===== config.mk =====
export PLATFORM = sky130hd
export DESIGN_NAME = hwag_channel_scheduler
export DESIGN_NICKNAME = d
export VERILOG_FILES = /design/src/rtl/hwag_channel_scheduler.sv
export SDC_FILE = /design/constraint.sdc
export NUM_CORES = 1
export LEC_CHECK = 0
export CORE_MARGIN = 2
export CORE_UTILIZATION = 60
export CTS_BUF_LIST = sky130_fd_sc_hd__clkbuf_4
export DETAILED_ROUTE_END_ITERATION = 10
export GPL_ROUTABILITY_DRIVEN = 0
export PLACE_DENSITY = 0.85
export SLEW_MARGIN = 20
export SYNTH_ARGS = -nofsm -noshare
export SYNTH_HDL_FRONTEND = slang
export SYNTH_SLANG_ARGS = --single-unit

===== constraint.sdc =====
create_clock -name clk -period 33.9 [get_ports clk]
set_input_delay 5.085 -clock clk [delete_from_list [all_inputs] [get_ports clk]]
set_output_delay 5.085 -clock clk [all_outputs]
set_load 0.03 [all_outputs]

===== src/rtl/hwag_channel_scheduler.sv =====
// Angle-driven channel output scheduler.
// Host writes land in shadow registers and are copied to the active set/reset
// angles once per revolution (or continuously while the angle generator is not
// synchronised). After every angle step, one shared equality comparator walks
// the channels round-robin, one channel per clock.
//
// state   | meaning
// --------+-----------------------------------------------------------------
// ST_IDLE | angle generator not synchronised; outputs low, ticks ignored
// ST_SCAN | synchronised; each angle_tick starts a scan over all channels
module hwag_channel_scheduler #(
    parameter int CH_NUM      = 4,
    parameter int ANGLE_WIDTH = 24
) (
    input  logic                   clk,
    input  logic                   rst,
    input  logic                   hwag_start,
    input  logic [ANGLE_WIDTH-1:0] angle,
    input  logic                   angle_tick,
    input  logic                   rev_strobe,
    input  logic                   wr_en,
    input  logic [$clog2(CH_NUM):0] wr_addr,
    input  logic [ANGLE_WIDTH-1:0] wr_data,
    input  logic [CH_NUM-1:0]      ch_ena,
    input  logic                   ovr_clr,
    output logic [CH_NUM-1:0]      ch_out,
    output logic                   scan_busy,
    output logic                   overrun
);

    localparam int CH_AW = $clog2(CH_NUM);
    localparam logic [CH_AW-1:0] LAST_IDX = CH_AW'(CH_NUM - 1);

    typedef enum logic {
        ST_IDLE,
        ST_SCAN
    } state_t;

    state_t                 state_q, state_d;
    logic [ANGLE_WIDTH-1:0] sh_set_q  [CH_NUM];
    logic [ANGLE_WIDTH-1:0] sh_set_d  [CH_NUM];
    logic [ANGLE_WIDTH-1:0] sh_rst_q  [CH_NUM];
    logic [ANGLE_WIDTH-1:0] sh_rst_d  [CH_NUM];
    logic [ANGLE_WIDTH-1:0] act_set_q [CH_NUM];
    logic [ANGLE_WIDTH-1:0] act_set_d [CH_NUM];
    logic [ANGLE_WIDTH-1:0] act_rst_q [CH_NUM];
    logic [ANGLE_WIDTH-1:0] act_rst_d [CH_NUM];
    logic [ANGLE_WIDTH-1:0] angle_q, angle_d;
    logic [CH_NUM-1:0]      pending_q, pending_d;
    logic [CH_NUM-1:0]      ch_out_q, ch_out_d;
    logic [CH_AW-1:0]       idx_q, idx_d;
    logic                   overrun_q, overrun_d;
    logic                   ovr_set;
    logic [CH_AW-1:0]       wr_ch;
    logic                   wr_sel;

    assign wr_ch  = wr_addr[CH_AW:1];
    assign wr_sel = wr_addr[0];

    // Shadow writes and commit of shadow into the active angle registers.
    always_comb begin
        sh_set_d  = sh_set_q;
        sh_rst_d  = sh_rst_q;
        act_set_d = act_set_q;
        act_rst_d = act_rst_q;
        // Commit reads the registered shadow, so a write in the same cycle
        // waits for the following revolution.
        if (!hwag_start || rev_strobe) begin
            act_set_d = sh_set_q;
            act_rst_d = sh_rst_q;
        end
        if (wr_en && (int'(wr_ch) < CH_NUM)) begin
            if (wr_sel) sh_rst_d[wr_ch] = wr_data;
            else        sh_set_d[wr_ch] = wr_data;
        end
    end

    // Scan FSM: next state, comparator evaluation, pending/overrun tracking.
    always_comb begin
        state_d   = state_q;
        angle_d   = angle_q;
        pending_d = pending_q;
        idx_d     = idx_q;
        ch_out_d  = ch_out_q;
        ovr_set   = 1'b0;
        case (state_q)
            ST_IDLE: begin
                ch_out_d  = '0;
                pending_d = '0;
                idx_d     = '0;
                if (hwag_start) state_d = ST_SCAN;
            end
            ST_SCAN: begin
                if (!hwag_start) begin
                    state_d   = ST_IDLE;
                    ch_out_d  = '0;
                    pending_d = '0;
                    idx_d     = '0;
                end else begin
                    if (pending_q[idx_q]) begin
                        // Reset match takes priority so set==rst keeps the output low.
                        if (angle_q == act_rst_q[idx_q])      ch_out_d[idx_q] = 1'b0;
                        else if (angle_q == act_set_q[idx_q]) ch_out_d[idx_q] = 1'b1;
                        pending_d[idx_q] = 1'b0;
                        idx_d = (idx_q == LAST_IDX) ? '0 : idx_q + CH_AW'(1);
                    end
                    // A new tick restarts the scan; channels not yet reached
                    // for the previous angle are dropped.
                    if (angle_tick) begin
                        angle_d   = angle;
                        pending_d = '1;
                        idx_d     = '0;
                        ovr_set   = |pending_q;
                    end
                end
            end
            default: state_d = ST_IDLE;
        endcase
        ch_out_d = ch_out_d & ch_ena;
    end

    // Sticky overrun; a new overrun event wins over a clear in the same cycle.
    always_comb begin
        overrun_d = overrun_q;
        if (ovr_set)      overrun_d = 1'b1;
        else if (ovr_clr) overrun_d = 1'b0;
    end

    // State registers.
    always_ff @(posedge clk or posedge rst) begin
        if (rst) begin
            state_q   <= ST_IDLE;
            angle_q   <= '0;
            pending_q <= '0;
            idx_q     <= '0;
            ch_out_q  <= '0;
            overrun_q <= 1'b0;
            for (int i = 0; i < CH_NUM; i++) begin
                sh_set_q[i]  <= '0;
                sh_rst_q[i]  <= '0;
                act_set_q[i] <= '0;
                act_rst_q[i] <= '0;
            end
        end else begin
            state_q   <= state_d;
            angle_q   <= angle_d;
            pending_q <= pending_d;
            idx_q     <= idx_d;
            ch_out_q  <= ch_out_d;
            overrun_q <= overrun_d;
            sh_set_q  <= sh_set_d;
            sh_rst_q  <= sh_rst_d;
            act_set_q <= act_set_d;
            act_rst_q <= act_rst_d;
        end
    end

    assign ch_out    = ch_out_q;
    assign scan_busy = |pending_q;
    assign overrun   = overrun_q;

endmodule

Word level (Yosys, flattened, before mapping)
Index checks and enable logic that the tools add are counted.
{ "word_totals": {"ff_bits": 420, "word_cells": 84} }
{ "classes": {"addsub": 1, "n_lt_le_gt_ge": 5, "eq_ne": 4, "mux": 34, "n_bitwise": 9, "reduce_logical": 9} }
{ "op_table": {"columns": ["operator", "count"], "rows": [
  ["$bwmux 96", 2],
  ["$mux 24", 5],
  ["$bmux 24 s2", 2],
  ["$demux 24 s2", 1],
  ["$eq 24x24->1", 2],
  ["$mux 4", 7],
  ["$pmux 4 s2", 2],
  ["$and 4x4->4", 3],
  ["$mux 1", 8],
  ["$mux 2", 4],
  ["$ge 3x3->1 const B", 2],
  ["$not 2->3", 2],
  ["$ne 4x3->1 const B", 1],
  ["$not 4->4", 1],
  ["$or 4x4->4", 1],
  ["$pmux 2 s2", 1],
  ["$reduce_and 2->1", 2],
  ["$reduce_or 4->1", 1],
  ["$lt 2x3->1 const B", 1],
  ["$lt 3x1->1 const B", 1],
  ["$reduce_and 3->1", 1],
  ["$add 2x1->2 const B", 1],
  ["$bmux 1 s2", 1],
  ["$demux 1 s2", 1],
  ["7 further kinds", 9]
]} }

Longest topological paths before layout
Gate-level depths: netlist of run 1.
{ "logic_depth": {"depth_word": 11, "depth_mapped": 9, "mapped_depth_nobuf": 6} }

Least setup slack after synthesis of run 1
No wires, ideal clock.
{ "synth_path": {"kind": "input port to flip-flop", "startpoint": "in wr_addr[0]", "endpoint": "reg sh_set_q[24] (netlist name)", "setup_ps": 125, "arrival_ps": 6644, "required_time_ps": 33775, "path_slack_ps": 27131, "cell_stages": 5, "path_cell_list": "clkbuf_1 -> nand2b_1 -> nor3b_1 -> clkbuf_1 -> mux2_2"} }
{ "synth_between": {"elab_chain_len": 2} }
{ "synth_lines": {"columns": ["item", "line_no", "text"], "rows": [
  ["from (decl)", "22", "input logic [$clog2(CH_NUM):0] wr_addr,"],
  ["$not 1->1 (no source line)", null, null],
  ["$reduce_and 2->1 (no source line)", null, null],
  ["to (signal assigned)", "151", "sh_set_q <= sh_set_d;"],
  ["to (decl)", "40", "logic [ANGLE_WIDTH-1:0] sh_set_q [CH_NUM];"]
]} }
No other way between the ends.
A chain may end at the register's enable or synchronous reset.

Final worst setup path of run 1
{ "layout_path": {"startpoint": "reg pending_q[2]", "endpoint": "out scan_busy"} }
{ "layout_between": {"elab_chain_len": 1} }
{ "layout_lines": {"columns": ["item", "line_no", "text"], "rows": [
  ["from (decl)", "49", "logic [CH_NUM-1:0] pending_q, pending_d;"],
  ["from (signal assigned)", "147", "pending_q <= pending_d;"],
  ["$reduce_or 4->1", "159", "assign scan_busy = |pending_q;"],
  ["to (decl)", "27", "output logic scan_busy,"]
]} }
No other way between the ends.

==> results of run 1 <==
## final timing paths
path	end	slack, ns	cells past startpoint
max	scan_busy	26.53	2
min	act_set_q[56]$_DFFE_PP0P_	0.45	1
max reg2reg	ch_out[3]$_DFF_PP0_	30.14	7
min reg2reg	act_set_q[56]$_DFFE_PP0P_	0.45	1
max in group asynchronous	sh_set_q[83]$_DFFE_PP0P_	26.64	4
min in group asynchronous	act_set_q[71]$_DFFE_PP0P_	4.90	2
## cells by family after synthesis
group	share of synthesized area, %
and+or+nand+nor	1.73
AOI/OAI and AO/OA	0.549
adders and majority gates	0.289
buffers and inverters	1.55
xor gates and xnor gates	2.43
muxes	32.8
DFF	60.6
## placed cells by master, fill, tap and decap left out, types with 14 or more instances in the layout
master / count
xor2_1: 24
clkbuf_4: 149
mux4_2: 47
xnor2_1: 24
clkdlybuf4s50_1: 67
buf_4: 14
mux2_2: 408
dfrtp_1: 418
## layout make-up
class | count | share of cell area, %
Inverter | 4 | 0.114
Tap cell | 384 | 2.44
Clock buffer | 149 | 5.68
Multi-Input combinational cell | 575 | 33.5
Timing Repair Buffer | 82 | 4.04
Antenna cell | 1 | 0.0127
Sequential cell | 420 | 53.4
Clock inverter | 16 | 0.782
## flip-flops by register name, indices dropped and copies added, names as in the netlist
| signal | count |
|---|---|
| ch_out | 4 |
| angle_q | 24 |
| state_q | 1 |
| act_set_q | 96 |
| overrun | 1 |
| sh_set_q | 96 |
| sh_rst_q | 96 |
| act_rst_q | 96 |
| idx_q | 2 |
| pending_q | 4 |
## report_power, final
group          internal, mW  total, mW  switching (mW)  leakage, nW
Sequential            0.616      0.676          0.0605         5.05
Combinational         0.129      0.209          0.0805         2.55
Clock                 0.222      0.411           0.189        0.757
Total                 0.966       1.30           0.330         8.36
## per-layer routing
metal | up-vias | track usage [%]
li1 | 4150 | -
met1 | 5065 | 33.1
met2 | 215 | 39.3
met3 | 67 | 4.92
met4 | 2 | 8.19
met5 | - | 0
## through the flow
stage	area (um^2)	cells	power (mW)	setup WS, ns	hold WS, ns
2_1_floorplan	17300	1055	0.828	17.12	0.470
3_3_place_gp	18400	1465	0.877	25.81	0.479
3_5_place_dp	18400	1465	0.895	25.77	0.487
4_1_cts	19700	1630	1.31	26.48	0.443
5_1_grt	19700	1631	1.36	26.18	0.440
6_report	19700	1631	1.30	26.53	0.445
==> run metrics, run 1 <==
critical path class=reg -> out; DRT Pass-1 Iters=4; Hold-fix buffers, CTS=0; slowest cell on the critical path=clkdlybuf4s50_1; Die Span X=174 um; CTS clk-pin slew, worst paths=0.07 ns; CTS sink count=420; Worst EP required=28.81 ns; Routed Antenna Nets=0; Metal-1 WL=15.5 mm; Max-cap violations=0; Clock Latency Late Sink=0.76 ns; footprint of the multi-input gates=6590 um^2; Residual DRC=0; CTS-repair resized insts=0; worst-margin pin slew=approximately 1.1 ns; FF+latch area=10500 um^2; metal2 WL=17.3 mm; share of the clock period used by the worst path=21.7%; Leak=8.36 nW; Final Hold Fails=0; Boundary Pins=68; first-pass GRT wire length=56.4 mm; Die Height=roughly 170 um; Final Max Slew Viols=0; final setup skew=0.0610 ns; beginning of the critical path=pending_q[2]$_DFFE_PP0P_; total CTS buffers=a little over 100; Worst VDD drop=0.0349 mV; Syn Nets=1121; Yosys warnings=0; most numerous cell in the Yosys netlist=dfrtp_1; post-synth top area share=a little over 60%; synth top area cells=dfrtp_1 61%, mux2_2 27%, mux4_2 6.1%; RSZ-0062 raised after global routing=no; CP max stage delay=0.61 ns; PwrDens=65.9 nW/um^2; crit path launch type=flip-flop; synth unique cells=32; vias in the first global route=10400; total track usage=24.2%; die area=30300 um^2; status=complete, no violations; cell area after synthesis=17300 um^2; worst-path fanout max=3; Slew headroom=26.3%; PortBufs=67; CTS tree=done; cell taking the most area after synthesis=dfrtp_1; Layout area overhead=13.5%; Reg2Reg Launch Point=idx_q[0]$_DFFE_PP0P_; Post-Syn Instances=1055; Synth async-reset ratio=100%; Worst Path Arrival=2.29 ns; utilization after layout=68.9%; final critical-path required period=between 7 and 8 ns; post-synthesis sequential area ratio=60.6%; Hold Path Class=reg -> reg; WL per Instance=21.5 um; Rows=between 60 and 70; DR vias/cell=5.82; total gr overflow=0; CTS Buffer Depth=3; aggregate routed wire length=roughly 35 mm; Synth top cells by count=420 x dfrtp_1, 408 x mux2_2, 47 x clkbuf_1, 47 x mux4_2; setup TNS=0 ns; Met3 Wirelength=1.44 mm; cell family with most CP delay=buffers and inverters; area of the core=28500 um^2; Post-synth EDFFs=0; crit end category=primary output; HP Start=sh_set_q[56]$_DFFE_PP0P_; Fill cells=about 1900; uppermost layer routed=met5; clk root buf=clkbuf_4; HPWL after DPL=20.2 mm; #FFs+latches synth=420; Synth Area per Inst=approximately 16 um^2; setup repair bufs after CTS=0; Max Clock Freq=around 0.14 GHz; initial DRC count=approximately 600; share of cells above drive strength 1=51.1%; ordered list of cells on the worst path=or4_1, clkdlybuf4s50_1; largest net degree at the start of global routing=193; routed vias=9499; Setup Viol. Count Final=0; # H-tree levels=3; nets=about 1300; initial antenna violation count=2; Post-synth top flop=dfrtp_1; effective utilization at floorplan=60.7%; buffers and inverters on the worst path=1
No activity file was read; power rests on OpenSTA's default activity.
==> inputs of run 2 (changes only) <==
==> constraint.sdc (replaced) <==
create_clock -name clk -period 7.05 [get_ports clk]
set_input_delay 1.0575 -clock clk [delete_from_list [all_inputs] [get_ports clk]]
set_output_delay 1.0575 -clock clk [all_outputs]
set_load 0.03 [all_outputs]
==> run 2 against run 1 <==
Count of clock-buffer cells in the layout increased by 16. Global-route usage grew 0.15 points. Worst hold slack improved by 0.036 ns. First-iteration DRC count is 8.3% lower. Critical endpoint is now ch_out[3]$_DFF_PP0_.
==> run metrics, run 2 (synthesis results as in run 1) <==
status=complete, no violations; initial antenna violation count=1; total CTS buffers=106; aggregate routed wire length=35.3 mm; Final Hold Fails=0; Die Height=between 150 and 200 um; crit end category=flip-flop; PortBufs=67; final setup skew=0.0419 ns; DP Area=18400 um^2; Boundary Pins=68; most frequent cells in the layout=418 x dfrtp_1, 408 x mux2_2, 165 x clkbuf_4; setup ws final=3.54 ns; Clock Latency Late Sink=0.74 ns; Fill cells=1960; largest net degree at the start of global routing=just under 200; CTS sink count=420; hold path cells=1; sw frac=25.6%; Clk pwr share=between 30 and 40%; area of the core=28500 um^2; total track usage=around a quarter; fin area=approximately 20000 um^2; Hold Path Class=reg -> reg; most common cell after layout, fill and taps aside=dfrtp_1; DRT Pass-1 Iters=4; Leak=8.38 nW; Switch Pwr=about 1.6 mW; routed vias=about 9500; Comb pwr share=16.2%; Setup Viol. Count Final=0; setup TNS=0 ns; CTS-repair resized insts=0; HP Start=sh_rst_q[71]$_DFFE_PP0P_; nets=approximately 1300; Die Span X=between 150 and 200 um; Metal-1 WL=15.7 mm; part of the power in registers=between 50% and 60%; first-pass GRT wire length=56.2 mm; share of cells above drive strength 1=about 52%; Worst VDD drop=around 0.13 mV; Rows=62; CTS tree=done; Layout area overhead=13.6%; Final Max Slew Viols=0; Routed Antenna Nets=0; Reg2Reg Launch Point=idx_q[0]$_DFFE_PP0P_; Max Clock Freq=0.285 GHz; total gr overflow=0; critical path class=reg -> reg; Hold-fix buffers, CTS=0; RSZ-0062 raised after global routing=no; final critical-path required period=between 3 and 4 ns; setup repair bufs after CTS=0; HPWL after DPL=20.6 mm; uppermost layer routed=met4; effective utilization at floorplan=60.7%; Met3 Wirelength=~1.5 mm; Max-cap violations=0; beginning of the critical path=idx_q[0]$_DFFE_PP0P_; clk root buf=clkbuf_4; Internal=4.63 mW; pre-CTS WS=3.49 ns; Residual DRC=0; CTS clk-pin slew, worst paths=~0.07 ns; worst-margin pin slew=1.14 ns; WL per Instance=21.6 um; initial DRC count=566; Worst Path Arrival=4.19 ns; # H-tree levels=3; worst-path fanout max=38; CTS Buffer Depth=3; PwrDens=316 nW/um^2; Slew headroom=24.0%; WHS=about 0.48 ns; cells on worst reg2reg path=7; Worst EP required=between 7 and 8 ns; R2R Setup Slk=3.54 ns; metal2 WL=between 15 and 20 mm; die area=30300 um^2; Pwr Total=6.22 mW; vias in the first global route=between 10000 and 15000; DR vias/cell=5.81; share of the clock period used by the worst path=49.8%; crit path launch type=flip-flop
## run 2: cell types whose count changed in the layout (fill, tap and decap cells not counted), sizes merged
| cell | previous run | this run |
|---|---|---|
| clkinv | 10 | 5 |
| clkinvlp | 1 | 3 |
| bufinv | 3 | 0 |
| buf | 15 | 14 |
| clkbuf | 149 | 165 |
| inv | 6 | 5 |
## run 2: layout make-up
type | instances | area [um^2] | share of cell area, %
flip-flops and latches | 420 | 10500 | 53.4
multi-input cells | 575 | 6590 | 33.4
clock buffers | 165 | 1240 | 6.29
repair buffers | 81 | 813 | 4.13
well taps | 384 | 480 | 2.44
clock inverters | 9 | 41.3 | 0.210
inverters | 4 | 18.8 | 0.0953
diodes | 1 | 2.50 | 0.0127
## run 2: stage by stage
stage,utilization (%),cells
CTS,69.0,1638
finish,69.0,1639
floorplan,-,1055
global placement,64.5,1464
global route,69.0,1639
detailed placement,64.5,1464
## run 2: critical path, stage by stage (launching register included)
cell and delay, ns:
dfrtp_4 0.95, buf_4 0.49, mux4_2 0.56, xor2_1 0.16, nor4_2 0.39, nand4_1 0.34, nor3_1 0.30, o221a_1 0.22
## run 2: power by group through the flow
stage,Sequential [mW],Clock [mW],Combinational [mW]
2_1_floorplan,3.19,0,0.792
3_3_place_gp,3.27,0,0.970
3_5_place_dp,3.31,0,1.01
4_1_cts,3.26,2.00,1.02
5_1_grt,3.33,2.13,1.09
6_report,3.27,1.94,1.01
## run 2: final timing paths
kind / to
setup / recovery: ch_out[3]$_DFF_PP0_
hold / removal: act_rst_q[71]$_DFFE_PP0P_
setup reg to reg: ch_out[3]$_DFF_PP0_
hold reg to reg: act_rst_q[71]$_DFFE_PP0P_
max in group asynchronous: act_rst_q[60]$_DFFE_PP0P_
min in group asynchronous: state_q$_DFF_PP0_
## run 2: metal layers
metal / vias up / GRT usage [%]
met5: - / 0
met4: 0 / 9.38
met3: 64 / 4.68
met2: 235 / 38.9
met1: 5072 / 33.7
li1: 4151 / -
